File: src/rtl/ibex_fp_wb_pkg.sv
// Purpose: shared types and constants for the FP register-file writeback slice.
// Latency: n/a (types only).
// Backpressure: n/a (types only).
//
// Contents: FpDataWidth (FP register width), FpNumRegs (FP register count),
// fp_wb_req_t (one register-file write request), reg_onehot() (address to bit mask).
package ibex_fp_wb_pkg;

    localparam int unsigned FpDataWidth = 16;
    localparam int unsigned FpNumRegs   = 32;

    typedef struct packed {
        logic [4:0]             waddr;
        logic [FpDataWidth-1:0] wdata;
    } fp_wb_req_t;

    // One-hot mask selecting register f<addr> in a scoreboard vector.
    function automatic logic [FpNumRegs-1:0] reg_onehot(input logic [4:0] addr);
        return FpNumRegs'(1) << addr;
    endfunction

endpackage

File: src/rtl/ibex_fp_wb_fifo.sv
// Purpose: small synchronous FIFO buffering FPU results ahead of the writeback port.
// Latency: a pushed entry reaches head_o the cycle after the push (no bypass).
// Backpressure: full_o is a pure function of state; pushes while full and pops while empty are ignored.
//
// Ports: clk_i, rst_i (sync, active-high), push_i/data_i (write at tail),
// pop_i (drop head), full_o, empty_o, head_o (oldest entry, valid when !empty_o).
module ibex_fp_wb_fifo
    import ibex_fp_wb_pkg::*;
#(
    parameter int unsigned Depth = 2
) (
    input  logic       clk_i,
    input  logic       rst_i,
    input  logic       push_i,
    input  fp_wb_req_t data_i,
    input  logic       pop_i,
    output logic       full_o,
    output logic       empty_o,
    output fp_wb_req_t head_o
);

    localparam int unsigned      PtrW     = (Depth > 1) ? $clog2(Depth) : 1;
    localparam int unsigned      CntW     = $clog2(Depth + 1);
    localparam logic [PtrW-1:0]  LastPtr  = PtrW'(Depth - 1);
    localparam logic [CntW-1:0]  DepthCnt = CntW'(Depth);

    fp_wb_req_t      mem [Depth];
    logic [PtrW-1:0] wptr;
    logic [PtrW-1:0] rptr;
    logic [CntW-1:0] count;
    logic            do_push;
    logic            do_pop;

    // Fullness comes from the occupancy count, so pointers wrap without an extra bit.
    assign full_o  = (count == DepthCnt);
    assign empty_o = (count == '0);
    assign do_push = push_i && !full_o;
    assign do_pop  = pop_i && !empty_o;
    assign head_o  = mem[rptr];

    always_ff @(posedge clk_i) begin
        if (rst_i) begin
            wptr  <= '0;
            rptr  <= '0;
            count <= '0;
        end else begin
            if (do_push) begin
                wptr <= (wptr == LastPtr) ? '0 : wptr + PtrW'(1);
            end
            if (do_pop) begin
                rptr <= (rptr == LastPtr) ? '0 : rptr + PtrW'(1);
            end
            case ({do_push, do_pop})
                2'b10:   count <= count + CntW'(1);
                2'b01:   count <= count - CntW'(1);
                default: count <= count;
            endcase
        end
    end

    // Storage needs no reset: entries are only read once count says they are valid.
    always_ff @(posedge clk_i) begin
        if (do_push) begin
            mem[wptr] <= data_i;
        end
    end

endmodule

File: src/rtl/ibex_fp_wb_arbiter.sv
// Purpose: merges buffered FPU results and FP loads onto the single FP register-file write port.
// Latency: load to regfile 1 cycle; FPU to regfile at least 2 cycles (buffered, no bypass).
// Backpressure: fpu_ready_o = FIFO not full; ld_ready_o = load granted this cycle.
//
// Ports: clk_i, rst_i (sync, active-high); fpu_valid_i/fpu_ready_o/fpu_waddr_i/fpu_wdata_i;
// ld_valid_i/ld_ready_o/ld_waddr_i/ld_wdata_i; issue_valid_i/issue_waddr_i set pending_o
// (RAW scoreboard); fp_waddr_a_o/fp_wdata_a_o/fp_we_a_o drive the register-file write port.
// Optional macro IBEX_FP_WB_FWD_EN adds fwd_valid_o/fwd_waddr_o/fwd_wdata_o, a combinational
// copy of this cycle's grant for operand bypass.
module ibex_fp_wb_arbiter
    import ibex_fp_wb_pkg::*;
#(
    parameter int unsigned DataWidth   = 16,
    parameter int unsigned FifoDepth   = 2,
    parameter int unsigned StarveLimit = 3
) (
    input  logic                 clk_i,
    input  logic                 rst_i,
    input  logic                 fpu_valid_i,
    output logic                 fpu_ready_o,
    input  logic [4:0]           fpu_waddr_i,
    input  logic [DataWidth-1:0] fpu_wdata_i,
    input  logic                 ld_valid_i,
    output logic                 ld_ready_o,
    input  logic [4:0]           ld_waddr_i,
    input  logic [DataWidth-1:0] ld_wdata_i,
    input  logic                 issue_valid_i,
    input  logic [4:0]           issue_waddr_i,
    output logic [FpNumRegs-1:0] pending_o,
    output logic [4:0]           fp_waddr_a_o,
    output logic [DataWidth-1:0] fp_wdata_a_o,
    output logic                 fp_we_a_o
`ifdef IBEX_FP_WB_FWD_EN
    ,
    output logic                 fwd_valid_o,
    output logic [4:0]           fwd_waddr_o,
    output logic [DataWidth-1:0] fwd_wdata_o
`endif
);

    localparam int unsigned         StarveW   = $clog2(StarveLimit + 1);
    localparam logic [StarveW-1:0]  StarveMax = StarveW'(StarveLimit);

    fp_wb_req_t           fpu_req;
    fp_wb_req_t           ld_req;
    fp_wb_req_t           head_req;
    fp_wb_req_t           grant_req;
    logic                 fifo_full;
    logic                 fifo_empty;
    logic                 fifo_push;
    logic                 fifo_pop;
    logic                 force_fpu;
    logic                 ld_win;
    logic                 grant;
    logic                 grant_we;
    logic [StarveW-1:0]   starve_cnt;
    logic [FpNumRegs-1:0] set_mask;
    logic [FpNumRegs-1:0] clr_mask;

    assign fpu_req = '{waddr: fpu_waddr_i, wdata: fpu_wdata_i};
    assign ld_req  = '{waddr: ld_waddr_i, wdata: ld_wdata_i};

    // Ready depends only on FIFO state, never on the load side or fpu_valid_i.
    assign fpu_ready_o = !fifo_full;
    assign fifo_push   = fpu_valid_i && !fifo_full;

    ibex_fp_wb_fifo #(
        .Depth (FifoDepth)
    ) u_fifo (
        .clk_i   (clk_i),
        .rst_i   (rst_i),
        .push_i  (fifo_push),
        .data_i  (fpu_req),
        .pop_i   (fifo_pop),
        .full_o  (fifo_full),
        .empty_o (fifo_empty),
        .head_o  (head_req)
    );

    // Loads have priority, except when a full FIFO has already yielded StarveLimit times.
    assign force_fpu  = fifo_full && (starve_cnt == StarveMax);
    assign ld_win     = ld_valid_i && !force_fpu;
    assign fifo_pop   = !ld_win && !fifo_empty;
    assign grant      = ld_win || fifo_pop;
    assign ld_ready_o = ld_win;

    always_comb begin
        grant_req = head_req;
        if (ld_win) begin
            grant_req = ld_req;
        end
    end

    // f0 is hard-wired: a grant to it is consumed but never written.
    assign grant_we = grant && (grant_req.waddr != 5'd0);

    // Counts load wins only while the FPU is actually blocked by a full FIFO.
    always_ff @(posedge clk_i) begin
        if (rst_i) begin
            starve_cnt <= '0;
        end else if (fifo_pop || !fifo_full) begin
            starve_cnt <= '0;
        end else if (ld_win) begin
            starve_cnt <= starve_cnt + StarveW'(1);
        end
    end

    // Address/data hold their last written value when nothing is written.
    always_ff @(posedge clk_i) begin
        if (rst_i) begin
            fp_we_a_o    <= 1'b0;
            fp_waddr_a_o <= '0;
            fp_wdata_a_o <= '0;
        end else begin
            fp_we_a_o <= grant_we;
            if (grant_we) begin
                fp_waddr_a_o <= grant_req.waddr;
                fp_wdata_a_o <= grant_req.wdata;
            end
        end
    end

    // Clear lands on the same edge that raises fp_we_a_o; a same-cycle issue re-sets the bit.
    assign set_mask = (issue_valid_i && (issue_waddr_i != 5'd0)) ? reg_onehot(issue_waddr_i) : '0;
    assign clr_mask = grant_we ? reg_onehot(grant_req.waddr) : '0;

    always_ff @(posedge clk_i) begin
        if (rst_i) begin
            pending_o <= '0;
        end else begin
            pending_o <= (pending_o & ~clr_mask) | set_mask;
        end
    end

`ifdef IBEX_FP_WB_FWD_EN
    assign fwd_valid_o = grant_we;
    assign fwd_waddr_o = grant_req.waddr;
    assign fwd_wdata_o = grant_req.wdata;
`endif

endmodule

File: config.mk
export PLATFORM = sky130hd
export DESIGN_NAME = ibex_fp_wb_arbiter
export DESIGN_NICKNAME = d
export VERILOG_FILES = /design/src/rtl/ibex_fp_wb_pkg.sv /design/src/rtl/ibex_fp_wb_fifo.sv /design/src/rtl/ibex_fp_wb_arbiter.sv
export SDC_FILE = /design/constraint.sdc
export NUM_CORES = 1
export LEC_CHECK = 0
export ABC_CLOCK_PERIOD_IN_PS = 2200
export BUFFER_PORTS_ARGS = -buffer_cell sky130_fd_sc_hd__buf_2
export CAP_MARGIN = 30
export CORE_MARGIN = 2
export CORE_UTILIZATION = 49
export DETAILED_ROUTE_END_ITERATION = 10
export PLACE_DENSITY = 0.75
export REMOVE_ABC_BUFFERS = 1
export SLEW_MARGIN = 15
export SYNTH_ARGS = -nofsm -noshare
export SYNTH_HDL_FRONTEND = slang
export SYNTH_SLANG_ARGS = --single-unit
File: constraint.sdc
create_clock -name clk_i -period 2.2 [get_ports clk_i]
set_clock_uncertainty 0.05 [all_clocks]
set_input_delay 0.55 -clock clk_i [delete_from_list [all_inputs] [get_ports clk_i]]
set_output_delay 0.55 -clock clk_i [all_outputs]
set_load 0.01 [all_outputs]
=== Word-level counts from Yosys, hierarchy flattened ===
Memories as Yosys holds them, arrays and structs flattened. A register that Yosys moved wholly into a read port is not among the register bits.
Cells that the tools add are included.

* Bits in registers: 60
* Bits in writable memories: 42
* Input bits: 52
* Output and inout bits: 56
* Word-level logic and storage cells: 52
* Memories: 1

* $add $sub $neg: 5
* Eq/ne operators: 4
* Shift operators: 2
* Mux-type cells: 10
* Bitwise logic cells: 3
* Reduce and logical (&&, ||, !) cells: 19

{| class="wikitable"
|+ Memory list
! name !! words !! bits a word !! read ports !! clocked after memory_dff !! write ports !! line !! source
|-
| u_fifo.mem || 2 || 21 || 1 || 1 || 1 || ibex_fp_wb_fifo.sv:27 || <nowiki>fp_wb_req_t mem [Depth];</nowiki>
|}

{| class="wikitable"
|+ Operators by type and width
! cell !! number
|-
| $mux W32 || 2
|-
| $shl A1 B5 Y32 const A || 2
|-
| $and A32 B32 Y32 || 1
|-
| $not A32 Y32 || 1
|-
| $or A32 B32 Y32 || 1
|-
| $mux W21 || 1
|-
| $reduce_bool A5 Y1 || 2
|-
| $logic_and A1 B1 Y1 || 8
|-
| $eq A2 B2 Y1 const B || 3
|-
| $mux W1 || 6
|-
| $add A2 B1 Y2 const B || 2
|-
| $logic_not A1 Y1 || 4
|-
| $pmux W2 S2 || 1
|-
| $add A1 B1 Y1 const B || 2
|-
| $eq A2 B1 Y1 const B || 1
|-
| $logic_not A2 Y1 || 1
|-
| $logic_or A1 B1 Y1 || 2
|-
| $reduce_bool A2 Y1 || 1
|-
| $reduce_or A2 Y1 || 1
|-
| $sub A2 B1 Y2 const B || 1
|}

=== Logic depth before layout (Yosys ltp) ===
Gate-level depths: netlist (run 1).

* Depth after elaboration: 12
* Depth in mapped cells: 8
* Mapped depth without buffers: 7

=== By module ===
From an unflattened synthesis (run 1), not the netlist that was laid out.

* Cell total of the unflattened synthesis: 404
* Area, all modules: 4553.1 µm²

{| class="wikitable"
|+ By module, submodules not included
! module !! instances !! cells each !! area each (µm²) !! sequential area each (µm²)
|-
| ibex_fp_wb_arbiter || 1 || 313 || 2821.5 || 1121.1
|-
| ibex_fp_wb_fifo || 1 || 91 || 1731.7 || 1361.3
|}

=== Worst setup path after synthesis (run 1) ===
Ideal clock, no wire load.

* Path type: register -> register
* From: register u_fifo.count[0]
* To: memory u_fifo.mem[0][0] (netlist bit), enable pin
* Library setup time: 0.399 ns
* Arrival: 1.710 ns
* Data required time: 1.751 ns
* Slack: 0.041 ns
* Cell stages (with the launch flop): 5
* Buffers on the path: 1
* Clock period less this slack: 2.159 ns
* Path through: dfxtp_1 buf_2 nand2b_1 nand2_1 nor2_1

* Word-level cells in the longest chain between the ends: 6

{| class="wikitable"
|+ RTL lines
! what !! line !! source
|-
| start: declaration || ibex_fp_wb_fifo.sv:30 || <nowiki>logic [CntW-1:0] count;</nowiki>
|-
| start signal: assignment || ibex_fp_wb_fifo.sv:54 || <nowiki>2'b10: count <= count + CntW'(1);</nowiki>
|-
| start signal: assignment || ibex_fp_wb_fifo.sv:55 || <nowiki>2'b01: count <= count - CntW'(1);</nowiki>
|-
| start signal: assignment || ibex_fp_wb_fifo.sv:56 || <nowiki>default: count <= count;</nowiki>
|-
| $eq A2 B2 Y1 (*) || ibex_fp_wb_fifo.sv:35 || <nowiki>assign full_o = (count == DepthCnt);</nowiki>
|-
| $logic_not A1 Y1 (*) || n/a ||
|-
| named net fpu_ready_o || ibex_fp_wb_arbiter.sv:20 || <nowiki>output logic fpu_ready_o,</nowiki>
|-
| $logic_and A1 B1 Y1 || ibex_fp_wb_arbiter.sv:65 || <nowiki>assign fifo_push = fpu_valid_i && !fifo_full;</nowiki>
|-
| $logic_and A1 B1 Y1 (*) || ibex_fp_wb_fifo.sv:37 || <nowiki>assign do_push = push_i && !full_o;</nowiki>
|-
| $mux W1 (*) || ibex_fp_wb_fifo.sv:63 || <nowiki>if (do_push) begin</nowiki>
|-
| $mux W1 (not written as such) (*) || ibex_fp_wb_fifo.sv:64 || <nowiki>mem[wptr] <= data_i;</nowiki>
|-
| end: declaration || ibex_fp_wb_fifo.sv:27 ||
|}

Mark *: on every way through the listed nets, which the timed path passes. The rest lies on a longest branch.

==> impl_metrics.toml, run 1 <==
[status]
status = "finished clean"

[timing]
setup_viol = 0
rsz0062_at_grt = "no"
fmax_ghz = 0.483
hold_violations = 0
period_minus_slack_ns = 2.07
slew_violations = 0
worstMarginPinSlew_ns = 0.740
holdWs_ns = 0.303
fin_crit_sh = 0.941
max_slew_margin = 0.503

[synthesis]
synth_cell_types = 56
ys_seq_area_frac = 0.516
synth_common_cells = "dfxtp_1 (61), nand2_1 (54), edfxtp_1 (42), o211ai_1 (38), nor2_1 (29)"
synth_area_leaders = "edfxtp_1 (26%), dfxtp_1 (25%), o211ai_1 (5.9%)"
netlist_area_sq_mm = 0.00481
postSynth.asyncResetShare = 0
synth-edff-count = 42
synth_top_area_share = 0.262
ys_ff_latch = 103
synth.most_common_cell = "dfxtp_1"
ys.warnings.count = 0
avgSynthCellArea_sq_um = 10.1
synth_area_leader_cell = "edfxtp_1"
synthCells = 476
ys.flop_type = "dfxtp_1"

[worst_hold_path]
hp-class = "in -> reg"
min_to = "u_fifo.mem[0][3]$_DFFE_PP_"
worstHoldStart = "fpu_wdata_i[3]"
whs_path_depth = 1

[power]
p_per_area_mw_per_mm2 = 904
p_leak_nw = 2.28
peakVddDrop_v = 0.000638

[critical_path]
slowest_delay_ns = 0.53
cp-end-kind = "flop"
crit_slowest_cell = "edfxtp_1"
path_max_fanout = 22
worstSetupPathType = "reg -> reg"
critPathBufInv = 0
start_kind = "flop"
timing.rr.end = "fp_waddr_a_o[4]$_SDFFE_PP0P_"
path_delay_family = "simple AND/OR/NAND/NOR gates"
r2r_slack_ns = 0.13
worstRegToRegCells = 4
cp.arrival_ns = 2.34
required_ns = 2.47
cp_cell_sequence = "or4_1, a222oi_1, or2_4, a32o_1"
r2r_start = "u_fifo.mem[0][16]$_DFFE_PP_"

[global_routing]
overflow = 0
use_met2 = 0.392
track_usage = 0.238
grt_pass1_vias = 3965
grt_pass1_wl_um = 19600
grt_max_degree = 36
met3_usage = 0.0576
antenna_found_initial = 0
grtUsageMet1 = 0.312
grt.busiest_layer = "met2"

[placement]
io_buffers = 107
dpl.hpwl_um = 9080
dp.cells = 707
place.gp.congestion = 0.894

[clock_tree]
cts.sink_count = 103
cts_htree_levels = 3
hold_buffers = 0
cts_buffers = 9
clockBufferDepth = 2
ctsRootBufferMaster = "clkbuf_8"
clock_latency_ns = 0.37
cts_tree = "done"
path_clk_slew_ns = 0.11

[die]
die_h_um = 103
dieWidth_um = 103
core_area_sq_mm = 0.00964
rows = 36
io_pins = 108
start_util = 0.499
dieArea_sq_mm = 0.0106

[drt]
avgRoutedWirePerCell_um = 17.2
routed_via_density = 5.85
drt_iter0_drc = 227
routed_wl_um = 12500
ant_nets = 0
firstDrtPassIters = 5
drc_errors = 0
vias = 4246

[cells_and_area]
fin_nets = 642
diodes = 0
drive_gt1_frac = 0.283
fin_cells = 726
area_growth_pct = 20.4

[run]
cap_violations = 0
==> sequential cells by signal (all words and copies together) (netlist names), named ones only <==
register      count
fp_we_a_o         1
starve_cnt        2
u_fifo.mem       42
u_fifo.wptr       1
u_fifo.rptr       1
u_fifo.count      2
pending_o        32
fp_wdata_a_o     16
fp_waddr_a_o      5
==> how the worst max path moves through the flow <==
stage | from | endpoint | slack (ns) | cells after the start
final | u_fifo.mem[0][16]$_DFFE_PP_ | fp_waddr_a_o[4]$_SDFFE_PP0P_ | 0.13 | 4
after CTS | starve_cnt[0]$_SDFFE_PP0P_ | ld_ready_o | 0.03 | 5
after global routing | u_fifo.mem[0][16]$_DFFE_PP_ | fp_waddr_a_o[4]$_SDFFE_PP0P_ | 0.02 | 4
after global placement | ld_valid_i | pending_o[24]$_SDFF_PP0_ | 0.02 | 6
after detailed placement | ld_valid_i | pending_o[24]$_SDFF_PP0_ | 0.04 | 6
after floorplan | flop | fp_waddr_a_o[0]$_SDFFE_PP0P_ | -1.23 | 4
==> kinds of logic (layout without fill, tap and decap cells) <==
family,after synthesis,in the layout,synth area share
flops,103,103,0.516
simple gates,200,200,0.231
compound gates,117,117,0.187
xor+xnor,4,4,0.00729
buf+inv,44,161,0.0398
fa+ha+maj,2,2,0.00520
mux,6,6,0.0133
==> where the power goes <==
part | switching, W | total [W] | internal [W]
combinational | 0.000914 | 0.00153 | 0.000618
sequential | 0.000209 | 0.00255 | 0.00234
clock | 0.000717 | 0.00115 | 0.000437
total | 0.00184 | 0.00523 | 0.00339
==> timing repair <==
item,4_1_cts,5_1_grt
endpoints found under the hold margin,0,0
setup buffers,0,3
resized for setup,2,2
pin swaps,0,0
setup endpoints to repair,1,12
cloned,0,0
==> placed cells by master, fill, tap and decap left out, types with 3 or more instances in the layout <==
cell and instances:
a2111oi_0 3, nor3b_1 5, nor2_1 28, and3_1 4, dfxtp_1 60, o21ai_0 7
mux2_2 3, and4b_1 3, mux2i_1 3, nand4b_1 3, o31ai_1 6, o22ai_1 5
buf_2 107, buf_4 31, nor3_1 5, nand2_1 53, nand4_1 23, nand3_1 19
nor4b_1 5, or4_1 3, inv_1 6, a21oi_1 6, nor4bb_1 5, edfxtp_1 42
a32o_1 4, o41ai_1 15, a221oi_1 3, clkbuf_8 9, nor2b_1 26, clkinv_4 3
and3b_1 4, o211ai_1 38, a211oi_1 17
==> cell type report <==
| type | count | area (sq um) |
|---|---|---|
| Clock buffer | 9 | 124 |
| Clock inverter | 7 | 67.6 |
| Fill cell | 861 | 3850 |
| Inverter | 7 | 26.3 |
| Multi-Input combinational cell | 329 | 2150 |
| Sequential cell | 103 | 2480 |
| Tap cell | 133 | 166 |
| Timing Repair Buffer | 138 | 768 |
==> layer usage <==
metal | part of all wire | wire (um)
met2 | 0.49 | 6100
met3 | 0.072 | 906
met1 | 0.43 | 5330
met5 | 0 | 0
met4 | 0.014 | 180
==> worst reg2reg max path: stages, from the launching register on <==
cell	delay (ns)
edfxtp_1	0.53
or4_1	0.50
a222oi_1	0.35
or2_4	0.38
a32o_1	0.22
==> metrics by stage <==
step	worst slack [ns]	instance area (sq um)	utilization	power, W	setup TNS (ns)
3_5_place_dp	0.0393	5560	0.577	0.00410	0
5_1_grt	0.0163	5790	0.600	0.00551	0
6_report	0.129	5790	0.600	0.00523	0
4_1_cts	0.0261	5760	0.597	0.00524	0
2_1_floorplan	-1.23	4640	-	0.00345	-30.83
3_3_place_gp	0.0170	5560	0.577	0.00404	0
No activity file was read; power rests on OpenSTA's default activity.
==> run 2: changes to the inputs <==
--- a/config.mk
+++ b/config.mk
@@ -12,6 +12,7 @@
 export CORE_UTILIZATION = 49
 export DETAILED_ROUTE_END_ITERATION = 10
 export PLACE_DENSITY = 0.75
+export RECOVER_POWER = 25
 export REMOVE_ABC_BUFFERS = 1
 export SLEW_MARGIN = 15
 export SYNTH_ARGS = -nofsm -noshare
==> impl_metrics.toml, run 2 (same netlist as run 1, synthesis figures left out) <==
[clock_tree]
path_clk_slew_ns = 0.11
ctsRootBufferMaster = "clkbuf_8"
cts_htree_levels = 3
cts.sink_count = 103
cts_buffers = 9
cts_tree = "done"
clock_latency_ns = 0.37
hold_buffers = 0
clockBufferDepth = 2

[placement]
io_buffers = 107
dpl.hpwl_um = 9080
place.gp.congestion = 0.894

[cells_and_area]
most-common-layout-cells = "buf_2 (95), dfxtp_1 (60), nand2_1 (53)"
drive_gt1_frac = 0.263
diodes = 0
fill_cells = 868
multi_input_area_sq_mm = 0.00215
area_growth_pct = 20.1
top_regs = "u_fifo.mem (42), pending_o (32), fp_wdata_a_o (16)"
register_area_sq_mm = 0.00248
fin_nets = 642
layout_commonest_cell = "buf_2"
utilization = 0.599
largest_reg_flops = 42
top_register = "u_fifo.mem"

[timing]
hold_violations = 0
tns_ns = 0
worstMarginPinSlew_ns = 0.753
period_minus_slack_ns = 2.06
fin_crit_sh = 0.937
max_slew_margin = 0.494
setup_viol = 0
fmax_ghz = 0.485
rsz0062_at_grt = "no"
slew_violations = 0

[critical_path]
cp-end-kind = "flop"
path_max_fanout = 22
worstSetupPathType = "reg -> reg"
crit_slowest_cell = "edfxtp_1"
slowest_delay_ns = 0.53
required_ns = 2.46
start_kind = "flop"
cp.arrival_ns = 2.33
cp_cell_sequence = "or4_1, a222oi_1, or2_4, a32o_1"

[global_routing]
grt_pass1_wl_um = 19600
track_usage = 0.238
antenna_found_initial = 0
overflow = 0
grt_pass1_vias = 3965
grt_max_degree = 36

[die]
dieArea_sq_mm = 0.0106
die_h_um = 103
io_pins = 108
start_util = 0.499
dieWidth_um = 103
rows = 36
core_area_sq_mm = 0.00964

[power]
p_per_area_mw_per_mm2 = 904
power_w = 0.00522
p_leak_nw = 2.24
peakVddDrop_v = 0.000637

[drt]
vias = 4263
drc_errors = 0
firstDrtPassIters = 5
routed_via_density = 5.87
drt_iter0_drc = 270
routed_wl_um = 12500
ant_nets = 0
avgRoutedWirePerCell_um = 17.2

[worst_hold_path]
hp-class = "in -> reg"

[run]
cap_violations = 0

[status]
status = "finished clean"
run 2: cell count changes in the layout (fill, tap and decap cells not counted):
| cell | change |
|---|---|
| clkbuf_1 | +12 |
| buf_2 | -12 |
run 2: metrics by stage:
step	setup WS [ns]	instances	cell area [sq um]	hold slack, ns
2_1_floorplan	-1.23	439	4640	0.355
3_3_place_gp	0.0170	707	5560	0.366
3_5_place_dp	0.0393	707	5560	0.375
4_1_cts	0.0261	723	5760	0.296
5_1_grt	0.0163	726	5770	0.286
6_report	0.138	726	5770	0.304
run 2: routing by layer:
| metal | GRT usage | vias to the layer above | share of wire |
|---|---|---|---|
| met5 | 0 | - | 0 |
| met4 | 0.0709 | 0 | 0.014 |
| met3 | 0.0576 | 16 | 0.081 |
| met2 | 0.392 | 168 | 0.49 |
| met1 | 0.312 | 2017 | 0.42 |
| li1 | - | 2062 | - |
run 2: report_power, final:
part	leakage, nW	switching (W)	internal (W)	total, W
clock network	0.0984	0.000711	0.000437	0.00115
registers	0.893	0.000210	0.00234	0.00255
logic	1.25	0.000910	0.000614	0.00152
run 2: path summary, 6_finish.rpt:
check / startpoint / to / slack (ns) / cells past startpoint
max: u_fifo.mem[0][16]$_DFFE_PP_ / fp_waddr_a_o[4]$_SDFFE_PP0P_ / 0.14 / 4
min: fpu_wdata_i[3] / u_fifo.mem[0][3]$_DFFE_PP_ / 0.30 / 1
max reg2reg: u_fifo.mem[0][16]$_DFFE_PP_ / fp_waddr_a_o[4]$_SDFFE_PP0P_ / 0.14 / 4
min reg2reg: starve_cnt[0]$_SDFFE_PP0P_ / starve_cnt[0]$_SDFFE_PP0P_ / 0.39 / 1
run 2: area by class of cell:
cell class | count | share of cell area
clock buffers | 9 | 0.0215
multi-input cells | 329 | 0.373
clock inverters | 7 | 0.0117
flip-flops and latches | 103 | 0.430
inverters | 7 | 0.00455
well taps | 133 | 0.0288
repair buffers | 138 | 0.130
run 2: critical path: cells and delay by family, from the launching register on:
| kind | cells | cell delay (ns) |
|---|---|---|
| AO/OA/AOI/OAI | 2 | 0.55 |
| flip-flops | 1 | 0.53 |
| AND/OR/NAND/NOR | 2 | 0.87 |
run 2: what timing repair did:
item / CTS / global route
setup endpoints to repair: 1 / 12
resized for setup: 2 / 2
buffers inserted: 0 / 3
